[src/rtl/retry_pkg.sv]
// Shared types and constants for the remote retry state machine (RRSM).
// Used by retry_remote_responder and rrsm_eseq_window_chk.
package retry_pkg;

    localparam int LLRB_DEPTH_DEF = 256;
    localparam int PTR_W_DEF      = $clog2(LLRB_DEPTH_DEF);
    localparam int BAD_CNT_W      = 8;

    typedef enum logic [1:0] {
        IDLE     = 2'd0,
        ACK_PEND = 2'd1,
        REPLAY   = 2'd2
    } rrsm_state_e;

endpackage

[src/rtl/rrsm_eseq_window_chk.sv]
// Modular Eseq window compare against the live LLRB span [oldest, wrt].
// Pointer subtraction wraps naturally because the LLRB depth is a power of two.
module rrsm_eseq_window_chk #(
    parameter int PTR_W = 8
) (
    input  logic [PTR_W-1:0] eseq,
    input  logic [PTR_W-1:0] wrt_ptr,
    input  logic [PTR_W-1:0] oldest_ptr,
    output logic             in_window,
    output logic             empty
);

    logic [PTR_W-1:0] eseq_off;
    logic [PTR_W-1:0] span;

    assign eseq_off  = eseq - oldest_ptr;
    assign span      = wrt_ptr - oldest_ptr;
    assign in_window = (eseq_off <= span);
    assign empty     = (eseq == wrt_ptr);

endmodule

[src/rtl/retry_remote_responder.sv]
// Remote retry state machine: accepts RETRY.Req, requests RETRY.Ack, then replays the LLRB.
// Optional Eseq window checking is compiled in with RRSM_ESEQ_CHECK_EN.
module retry_remote_responder
    import retry_pkg::*;
#(
    parameter int LLRB_DEPTH = LLRB_DEPTH_DEF,
    parameter int PTR_W      = $clog2(LLRB_DEPTH)
) (
    input  logic                 i_clk,
    input  logic                 i_rst_n,
    input  logic                 unpacker_valid_sig,
    input  logic                 unpacker_valid_crc,
    input  logic                 unpacker_req_seq_flag,
    input  logic [PTR_W-1:0]     unpacker_rdptr_eseq_num,
    input  logic [4:0]           unpacker_retryreq_num,
    input  logic [PTR_W-1:0]     retry_wrt_ptr,
    input  logic [PTR_W-1:0]     llrb_oldest_ptr,
    input  logic                 controller_ack_sent_flag,
    input  logic                 controller_rd_en,
    output logic                 retry_send_ack_seq,
    output logic [PTR_W-1:0]     rrsm_ack_eseq,
    output logic [4:0]           rrsm_ack_num_retry,
    output logic                 rrsm_ack_empty_bit,
    output logic                 rrsm_replay_active,
    output logic [PTR_W-1:0]     rrsm_replay_rd_ptr,
    output logic                 rrsm_replay_last,
    output logic [1:0]           rrsm_state,
    output logic [BAD_CNT_W-1:0] rrsm_bad_req_cnt
);

    localparam logic [PTR_W-1:0] PTR_ONE = PTR_W'(1);

    rrsm_state_e      state_q, state_d;
    logic [PTR_W-1:0] eseq_q, eseq_d;
    logic [4:0]       num_q, num_d;
    logic [PTR_W-1:0] end_q, end_d;
    logic             empty_q, empty_d;
    logic [PTR_W-1:0] rd_ptr_q, rd_ptr_d;
    logic             ack_q, ack_d;
    logic             active_q, active_d;
    logic             last_q, last_d;

    logic req_hit;
    logic in_window;
    logic empty_new;
    logic accept;

    assign req_hit = unpacker_valid_sig & unpacker_valid_crc & unpacker_req_seq_flag;

`ifdef RRSM_ESEQ_CHECK_EN
    rrsm_eseq_window_chk #(
        .PTR_W(PTR_W)
    ) u_window_chk (
        .eseq      (unpacker_rdptr_eseq_num),
        .wrt_ptr   (retry_wrt_ptr),
        .oldest_ptr(llrb_oldest_ptr),
        .in_window (in_window),
        .empty     (empty_new)
    );

    logic [BAD_CNT_W-1:0] bad_cnt_q;

    function automatic logic [BAD_CNT_W-1:0] sat_inc(input logic [BAD_CNT_W-1:0] v);
        return (v == {BAD_CNT_W{1'b1}}) ? v : v + BAD_CNT_W'(1);
    endfunction

    // Only CRC-clean requests that fall outside the window are counted.
    always_ff @(posedge i_clk or negedge i_rst_n) begin
        if (!i_rst_n) begin
            bad_cnt_q <= '0;
        end else if (req_hit && !in_window) begin
            bad_cnt_q <= sat_inc(bad_cnt_q);
        end
    end

    assign rrsm_bad_req_cnt = bad_cnt_q;
`else
    logic unused_oldest;

    assign in_window        = 1'b1;
    assign empty_new        = (unpacker_rdptr_eseq_num == retry_wrt_ptr);
    assign unused_oldest    = ^llrb_oldest_ptr;
    assign rrsm_bad_req_cnt = '0;
`endif

    assign accept = req_hit & in_window;

    // A new request preempts whatever is pending, including an ack or replay step.
    always_comb begin
        state_d  = state_q;
        eseq_d   = eseq_q;
        num_d    = num_q;
        end_d    = end_q;
        empty_d  = empty_q;
        rd_ptr_d = rd_ptr_q;
        if (accept) begin
            state_d = ACK_PEND;
            eseq_d  = unpacker_rdptr_eseq_num;
            num_d   = unpacker_retryreq_num;
            end_d   = retry_wrt_ptr;
            empty_d = empty_new;
        end else begin
            case (state_q)
                ACK_PEND: begin
                    if (controller_ack_sent_flag) begin
                        if (empty_q) begin
                            state_d = IDLE;
                        end else begin
                            state_d  = REPLAY;
                            rd_ptr_d = eseq_q;
                        end
                    end
                end
                REPLAY: begin
                    if (controller_rd_en) begin
                        rd_ptr_d = rd_ptr_q + PTR_ONE;
                        if (last_q) begin
                            state_d = IDLE;
                        end
                    end
                end
                default: ;
            endcase
        end
        ack_d    = (state_d == ACK_PEND);
        active_d = (state_d == REPLAY);
        last_d   = active_d && ((rd_ptr_d + PTR_ONE) == end_d);
    end

    always_ff @(posedge i_clk or negedge i_rst_n) begin
        if (!i_rst_n) begin
            state_q  <= IDLE;
            eseq_q   <= '0;
            num_q    <= '0;
            end_q    <= '0;
            empty_q  <= 1'b0;
            rd_ptr_q <= '0;
            ack_q    <= 1'b0;
            active_q <= 1'b0;
            last_q   <= 1'b0;
        end else begin
            state_q  <= state_d;
            eseq_q   <= eseq_d;
            num_q    <= num_d;
            end_q    <= end_d;
            empty_q  <= empty_d;
            rd_ptr_q <= rd_ptr_d;
            ack_q    <= ack_d;
            active_q <= active_d;
            last_q   <= last_d;
        end
    end

    assign retry_send_ack_seq = ack_q;
    assign rrsm_ack_eseq      = eseq_q;
    assign rrsm_ack_num_retry = num_q;
    assign rrsm_ack_empty_bit = empty_q;
    assign rrsm_replay_active = active_q;
    assign rrsm_replay_rd_ptr = rd_ptr_q;
    assign rrsm_replay_last   = last_q;
    assign rrsm_state         = state_q;

endmodule
[config.mk]
export PLATFORM = sky130hd
export DESIGN_NAME = retry_remote_responder
export DESIGN_NICKNAME = d
export VERILOG_FILES = /design/src/rtl/retry_pkg.sv /design/src/rtl/rrsm_eseq_window_chk.sv /design/src/rtl/retry_remote_responder.sv
export SDC_FILE = /design/constraint.sdc
export NUM_CORES = 1
export LEC_CHECK = 0
export CAP_MARGIN = 20
export CORE_UTILIZATION = 39
export CTS_CLUSTER_SIZE = 16
export DETAILED_ROUTE_END_ITERATION = 16
export PLACE_DENSITY = 0.7
export SYNTH_ARGS = -nofsm -noshare
export SYNTH_HDL_FRONTEND = slang
export SYNTH_HIERARCHICAL = 1
export SYNTH_SLANG_ARGS = --single-unit
[constraint.sdc]
create_clock -name i_clk -period 3.1 [get_ports i_clk]
set_clock_uncertainty 0.2 [all_clocks]
set_input_delay 0.465 -clock i_clk [delete_from_list [all_inputs] [get_ports i_clk]]
set_output_delay 0.465 -clock i_clk [all_outputs]
set_load 0.01 [all_outputs]
# == Word-level counts from Yosys, hierarchy flattened ==
# Cells that the tools add are included.
# op_classes
addsub,2
bitwise_logic,2
muxes,12
n_eq_ne,6
n_reduce_logical,1
# op_table
operator,n
2-to-1 mux 8 bit,5
"adder 8 x 1 -> 8 bit, second input constant",2
equality test 8 bit,2
one-hot mux 8 bit (2 select lines),1
2-to-1 mux 2 bit,5
"equality test 2 x 1 -> 1 bit, second input constant",2
"equality test 2 bit, second input constant",2
one-hot mux 2 bit (2 select lines),1
AND 1 bit,2
logical AND 1 bit,1
# totals
wordCells,32
out_inout_bits,35
ff_bits,35
inputBits,36

# == Depth between registers and ports, before layout ==
# Gate-level depths: netlist of the first run.
# depth
depth_word,7
mapped_depth,12
mapped_depth_nobuf,11

# == Worst setup path before layout of the first run ==
# Ideal clock, no wire load.
# synth_timing
path_type,register -> register
from,"register state_q[0], in the netlist rrsm_state[0]"
to,"register last_q, in the netlist rrsm_replay_last"
setup_slack_ns,0.376
required_ns,2.804
stages_incl_launch_ff,11
arrival_time_ns,2.428
setup_time_ns,0.096
n_path_buf,0
synth_period_minus_slack_ns,2.724
path_cell_list,dfrtp_1 > inv_1 > ha_1 > a31oi_2 > o21ai_2 > a22o_1 > ha_1 > xnor2_1 > and3_1 > nand4b_1 > nor4_2
# synth_between
elab_chain_len,6
elab_cells_between_ends,13
cone_classes,1 x add/sub; 4 x eq/ne; 7 x mux; 1 x reduce/logical
# synth_lines
element,line_no,text
from (decl),retry_remote_responder.sv:33,"rrsm_state_e state_q, state_d;"
from (signal assigned),retry_remote_responder.sv:142,state_q <= state_d;
equality test 2 bit or equality test 2 x 1 -> 1 bit (tied branches),retry_remote_responder.sv:103,case (state_q)
one-hot mux 8 bit (2 select lines) (*),retry_remote_responder.sv:103,
2-to-1 mux 8 bit (*),retry_remote_responder.sv:96,if (accept) begin
named net rd_ptr_d[0],retry_remote_responder.sv:38,"logic [PTR_W-1:0] rd_ptr_q, rd_ptr_d;"
adder 8 x 1 -> 8 bit (*),retry_remote_responder.sv:127,last_d = active_d && ((rd_ptr_d + PTR_ONE) == end_d);
equality test 8 bit (*),retry_remote_responder.sv:127,
logical AND 1 bit (*),retry_remote_responder.sv:127,
named net last_d,retry_remote_responder.sv:41,"logic last_q, last_d;"
to (signal assigned),retry_remote_responder.sv:150,last_q <= last_d;
to (decl),retry_remote_responder.sv:41,
# The timed path passes the listed nets; every way through them passes the cells marked *.
# A chain may end at the register's enable or synchronous reset.

# == Worst setup path after layout of the first run ==
# layout_timing
from,input controller_rd_en
to,"register last_q, in the netlist rrsm_replay_last"
# layout_between
elab_chain_len,6
elab_cells_between_ends,10
cone_classes,1 x add/sub; 2 x eq/ne; 6 x mux; 1 x reduce/logical
# layout_lines
element,line_no,text
from (decl),retry_remote_responder.sv:19,"input logic controller_rd_en,"
2-to-1 mux 8 bit,retry_remote_responder.sv:115,if (controller_rd_en) begin
one-hot mux 8 bit (2 select lines),retry_remote_responder.sv:103,
2-to-1 mux 8 bit,retry_remote_responder.sv:96,
named net rd_ptr_d[1],retry_remote_responder.sv:38,
adder 8 x 1 -> 8 bit,retry_remote_responder.sv:127,
equality test 8 bit,retry_remote_responder.sv:127,
logical AND 1 bit,retry_remote_responder.sv:127,
named net last_d,retry_remote_responder.sv:41,
# The timed path passes the listed nets, and every way through them passes these cells.

==> impl_metrics.ini, run 1 <==
[critical_path]
start_kind = primary input
cpPeakStageDelay_ns = 0.59
cp_max_fo = 6
end_kind = flip-flop
r2r_slack_ns = 0.24
path_cells = clkdlybuf4s50_1 -> mux2_4 -> a32o_1 -> a22o_1 -> ha_1 -> xnor2_1 -> nor2_1 -> nand4b_1 -> nor4_2
critPathBufInv = 1
cp.depth = 9
critPathArrivalTime_ns = 2.87
crit_slowest_cell = clkdlybuf4s50_1
criticalPathCategory = primary input to flip-flop
crit_required_ns = 3.11
worstRegToRegCells = 11
path_delay_family = buffers and inverters

[sta]
worst_hold_slack_ns = 0.274
period_share = 0.925
rsz0062_at_grt = false
hold_viol = 0
fin_tns_setup_ns = 0
slew_violations = 0
setup_viol = 0
fmax_mhz = 349
min_period_ns = 2.87

[floorplanning]
pin_count = 71
design.die.area_um2 = 5720
die_w_um = 75.6
die_h_um = 75.6
core_um2 = 5170
initial_utilization = 0.409
rows = 26

[grt]
antenna_found_initial = 0
grt_pass1_wl_um = 8770
grt_max_degree = 36
overflow = 0
grtUsageTotal = 0.210
grt_pass1_vias = 1841

[finish]
fin_nets = 339
drive_above_1_share = 0.117
final_cell_mix = nand2_1 (66), clkdlybuf4s50_1 (54), dfrtp_1 (35)
final_area_um2 = 2860
syn2layout_area_growth_pct = 35.1
mostFrequentLayoutCell = nand2_1
n_antenna_cell = 0

[power_and_ir_drop]
irDropWorstVdd_uv = 401
p_clk_frac = 0.173
p_seq_frac = 0.347
powerDensity_nw_per_um2 = 684
p_sw_uw = 740
p_int_uw = 1210
p_comb_frac = 0.481
power_switching_share = 0.379
leakage_uw = 0.00127
power_uw = 1950

[logic_synthesis]
synth_seq_area_share = 0.414
synth_edf_count = 0
yosys_warnings = 6
synth_area_leaders = dfrtp_1 (41%), nand2_1 (12%), xnor2_1 (5.4%)
netlist.area_leader.share = 0.414
yosysUniqueCellTypes = 54
async_flop_share = 1.00
ys_seq_elements = 35
yosysTopAreaCell = dfrtp_1
syn_area_um2 = 2110
synth_ff_type = dfrtp_1
syn_avg_cell_area_um2 = 8.99
syn_inst = 235

[place]
placed_area_um2 = 2760
hpwl_um = 3970
place.gp.congestion = 0.781
io_buffers = 54

[cts]
clkTransAtPathRegs_ns = 0.07
ctsHoldBuffers = 0
cts_tree = done
post-cts-setup-buffers = 0
cts_buffer_depth = 2
numCtsBuffers = 5
root_buffer = clkbuf_8
clock_latency_ns = 0.29
htree_levels = 2
clock-sinks = 35

[routing]
dr.pass1.iters = 4
ant_nets = 0
drtIter0Drc = 109
viasPerCell = 5.19
vias = 1914
routed_wl_um = 5250
wl_per_cell_um = 14.2
drc = 0

[status]
outcome = finished clean

[min_path]
whs_path_depth = 2
hold_class = flip-flop to flip-flop

[run]
maxCapViolCount = 0
cells by family after synthesis:
logic type                 count (synthesis)  share of synthesized area
and+or+nand+nor                          108                      0.247
AOI/OAI and AO/OA                         36                      0.134
DFF                                       35                      0.414
buffers and inverters                     27                     0.0675
xor gates and xnor gates                  18                     0.0782
muxes                                      6                     0.0332
adders and majority gates                  4                     0.0237
other                                      1                    0.00177
layout make-up:
type / count / area [um^2]
multi-input combinational: 180 / 1130
tap: 70 / 87.6
fill: 455 / 2320
clock buffer: 6 / 82.6
timing repair buffer: 66 / 631
inverter: 11 / 41.3
clock inverter: 1 / 5.00
sequential: 35 / 876
worst min-delay path, stage by stage, from the launching register on:
cell and delay [ns]:
dfrtp_1 0.34, nand2_1 0.05, nand2_1 0.05
cells in the mapped netlist (2+ instances only):
cell	number
o21ai_0	6
a221oi_1	2
and2_1	3
mux2_4	2
nor2_1	7
xor2_1	4
buf_4	8
and3_1	2
inv_2	2
nand2b_1	2
o21ai_1	2
a21oi_1	4
nor4_1	4
a221o_1	4
o31ai_1	2
inv_1	9
nand2_1	66
xnor2_1	13
nand4b_1	2
a22o_1	2
mux2i_1	4
dfrtp_1	35
clkbuf_1	4
a32o_1	2
a31o_1	2
buf_2	2
nand4_1	6
ha_1	4
nand3_1	5
sequential cells by signal, summed over array words and instances (netlist names):
signal and cells:
rrsm_replay_active 1, rrsm_state 2, rrsm_ack_num_retry 5, end_q 8, rrsm_replay_rd_ptr 8, rrsm_ack_empty_bit 1, rrsm_ack_eseq 8, rrsm_replay_last 1
retry_send_ack_seq 1
what timing repair did:
action	CTS	global route
endpoints found under the hold margin	0	0
gates resized for setup	0	2
setup endpoints to repair	0	1
power by group through the flow:
| stage | Combinational (uW) | Clock (uW) | Sequential, uW |
|---|---|---|---|
| 2_1_floorplan | 511 | 0 | 700 |
| 3_3_place_gp | 909 | 0 | 684 |
| 3_5_place_dp | 923 | 0 | 683 |
| 4_1_cts | 930 | 344 | 675 |
| 5_1_grt | 1030 | 362 | 693 |
| 6_report | 939 | 337 | 677 |
routing by layer:
metal | vias to the layer above | track usage | share of wire | routed length [um]
met2 | 69 | 0.352 | 0.47 | 2480
li1 | 919 | - | - | -
met5 | - | 0 | 0 | 0
met4 | 0 | 0.0844 | 0.018 | 96
met3 | 10 | 0.0437 | 0.058 | 306
met1 | 916 | 0.265 | 0.45 | 2370
metrics by stage:
| stage | utilization | std cells | setup slack, ns |
|---|---|---|---|
| floorplan | - | 242 | 0.376 |
| detailed placement | 0.533 | 362 | -0.0394 |
| CTS | 0.550 | 369 | 0.162 |
| global placement | 0.533 | 362 | 0.0109 |
| finish | 0.552 | 369 | 0.233 |
| global route | 0.552 | 369 | 0.0409 |
path summary, 6_finish.rpt:
check / endpoint / start
setup / recovery: rrsm_replay_last$_DFF_PN0_ / controller_rd_en
hold / removal: rrsm_ack_num_retry[4]$_DFFE_PN0P_ / rrsm_ack_num_retry[4]$_DFFE_PN0P_
setup reg to reg: rrsm_replay_last$_DFF_PN0_ / rrsm_state[0]$_DFF_PN0_
hold reg to reg: rrsm_ack_num_retry[4]$_DFFE_PN0P_ / rrsm_ack_num_retry[4]$_DFFE_PN0P_
max in group asynchronous: rrsm_replay_rd_ptr[4]$_DFF_PN0_ / i_rst_n
min in group asynchronous: rrsm_ack_num_retry[1]$_DFFE_PN0P_ / i_rst_n
No activity file was read; power rests on OpenSTA's default activity.
==> run 2, diff against run 1 <==
Settings changed: CORE_MARGIN set to 8.
==> run 2 against run 1 <==
Effect of this change:
- global-route usage shrank 5.7 points
- wire length increased by 8.9%
- critical path depth grew 1
- largest cell class unchanged
- highest routed layer unchanged
==> impl_metrics.ini, run 2 (synthesis gave the netlist of run 1 again) <==
[grt]
antenna_found_initial = 0
grt_pass1_wl_um = 9170
overflow = 0
grtUsageTotal = 0.153
grt_pass1_vias = 1864
grt_max_degree = 36

[power_and_ir_drop]
p_comb_frac = 0.477
p_int_uw = 1230
p_clk_frac = 0.183
leakage_uw = 0.00127
p_seq_frac = 0.340
irDropWorstVdd_uv = 334
powerDensity_nw_per_um2 = 695
p_sw_uw = 765
power_switching_share = 0.385

[cts]
cts_tree = done
numCtsBuffers = 5
ctsHoldBuffers = 0
root_buffer = clkbuf_8
cts_buffer_depth = 2
clock_latency_ns = 0.30
htree_levels = 2
clock-sinks = 35
clkTransAtPathRegs_ns = 0.08

[floorplanning]
die_h_um = 89.6
design.die.area_um2 = 8030
rows = 27
die_w_um = 89.6
initial_utilization = 0.393
core_um2 = 5370
pin_count = 71

[finish]
final_cell_mix = nand2_1 (66), clkdlybuf4s50_1 (54), dfrtp_1 (35)
mostFrequentLayoutCell = nand2_1
drive_above_1_share = 0.117
n_antenna_cell = 0
nFillCells = 505
final_cells = 372
fin_nets = 339
syn2layout_area_growth_pct = 35.6

[critical_path]
worstRegToRegCells = 10
rr_startpoint = rrsm_state[0]$_DFF_PN0_
crit_required_ns = 3.09
start_kind = flip-flop
crit_end = rrsm_replay_last$_DFF_PN0_
criticalPathCategory = flip-flop to flip-flop
r2r_slack_ns = 0.18
crit_start = rrsm_state[0]$_DFF_PN0_
critPathArrivalTime_ns = 2.91
cp_max_fo = 6
end_kind = flip-flop
r2r-end = rrsm_replay_last$_DFF_PN0_

[min_path]
hold_class = flip-flop to flip-flop

[sta]
fmax_mhz = 342
slew_violations = 0
min_period_ns = 2.92
fin_tns_setup_ns = 0
setup_viol = 0
rsz0062_at_grt = false
period_share = 0.943
hold_viol = 0

[routing]
wl_per_cell_um = 15.4
drtIter0Drc = 161
dr.pass1.iters = 4
vias = 1891
ant_nets = 0
routed_wl_um = 5720
viasPerCell = 5.08
drc = 0

[run]
maxCapViolCount = 0

[place]
place_inst = 364
hpwl_um = 4350
place.gp.congestion = 0.897
io_buffers = 54

[status]
outcome = finished clean
==> run 2: cell types whose count changed in the layout (fill, tap and decap cells not counted) <==
| cell | previous run | this run |
|---|---|---|
| clkinv_2 | 1 | 0 |
| clkinv_4 | 0 | 1 |
| clkinvlp_4 | 0 | 1 |
| a21oi_1 | 3 | 4 |
| a21oi_2 | 1 | 0 |
==> run 2: what timing repair did <==
action / 4_1_cts / 5_1_grt
gates resized for setup: 0 / 1
setup buffers: 0 / 0
setup endpoints to repair: 0 / 1
==> run 2: area by class of cell <==
type,instances,area (um^2),share of cell area
Tap cell,72,90.1,0.0314
Inverter,11,41.3,0.0144
Clock inverter,2,16.3,0.00568
Sequential cell,35,876,0.306
Multi-Input combinational cell,180,1130,0.394
Clock buffer,6,82.6,0.0288
Timing Repair Buffer,66,631,0.220
==> run 2: how the worst min path moves through the flow <==
| stage | from | end | slack, ns | cells past startpoint |
|---|---|---|---|---|
| 2_1_floorplan | i_rst_n | end_q[0]$_DFF_PN0_ | -0.03 | 0 |
| 3_3_place_gp | rrsm_ack_num_retry[4]$_DFFE_PN0P_ | rrsm_ack_num_retry[4]$_DFFE_PN0P_ | 0.26 | 2 |
| 3_5_place_dp | rrsm_ack_num_retry[0]$_DFFE_PN0P_ | rrsm_ack_num_retry[0]$_DFFE_PN0P_ | 0.26 | 2 |
| 4_1_cts | rrsm_ack_num_retry[0]$_DFFE_PN0P_ | rrsm_ack_num_retry[0]$_DFFE_PN0P_ | 0.28 | 2 |
| 5_1_grt | rrsm_ack_num_retry[2]$_DFFE_PN0P_ | rrsm_ack_num_retry[2]$_DFFE_PN0P_ | 0.30 | 2 |
| 6_report | rrsm_ack_num_retry[0]$_DFFE_PN0P_ | rrsm_ack_num_retry[0]$_DFFE_PN0P_ | 0.28 | 2 |
==> run 2: stage by stage <==
stage	util	hold slack, ns	worst slack [ns]	instance area (um^2)	power [uW]
after floorplan	-	-0.0306	0.376	2140	1210
after global placement	0.514	0.258	0.0702	2760	1610
after detailed placement	0.514	0.262	0.00312	2760	1620
after CTS	0.532	0.282	0.121	2860	1990
after global routing	0.533	0.300	0.0258	2870	2110
final	0.533	0.278	0.176	2870	1990
==> run 2: power by group through the flow <==
stage	combinational (uW)	sequential, uW	clock (uW)
CTS	945	675	373
detailed placement	937	682	0
floorplan	511	700	0
global route	1030	697	392
finish	950	676	365
global placement	927	680	0
==> run 2: per-layer routing <==
metal,global-route usage,vias to the layer above,share of wire
met5,0,-,0
met4,0.0453,0,0.012
met3,0.0482,8,0.080
met2,0.247,66,0.47
met1,0.190,893,0.44
li1,-,924,-
==> run 2: critical path: stages (launching register included) <==
cell and delay (ns):
dfrtp_1 0.38, inv_1 0.07, ha_1 0.40, a31o_1 0.26, a21oi_1 0.25, o21ai_1 0.11
a221o_1 0.35, xnor2_2 0.24, and4b_1 0.22, o31ai_1 0.27, nor4_2 0.06
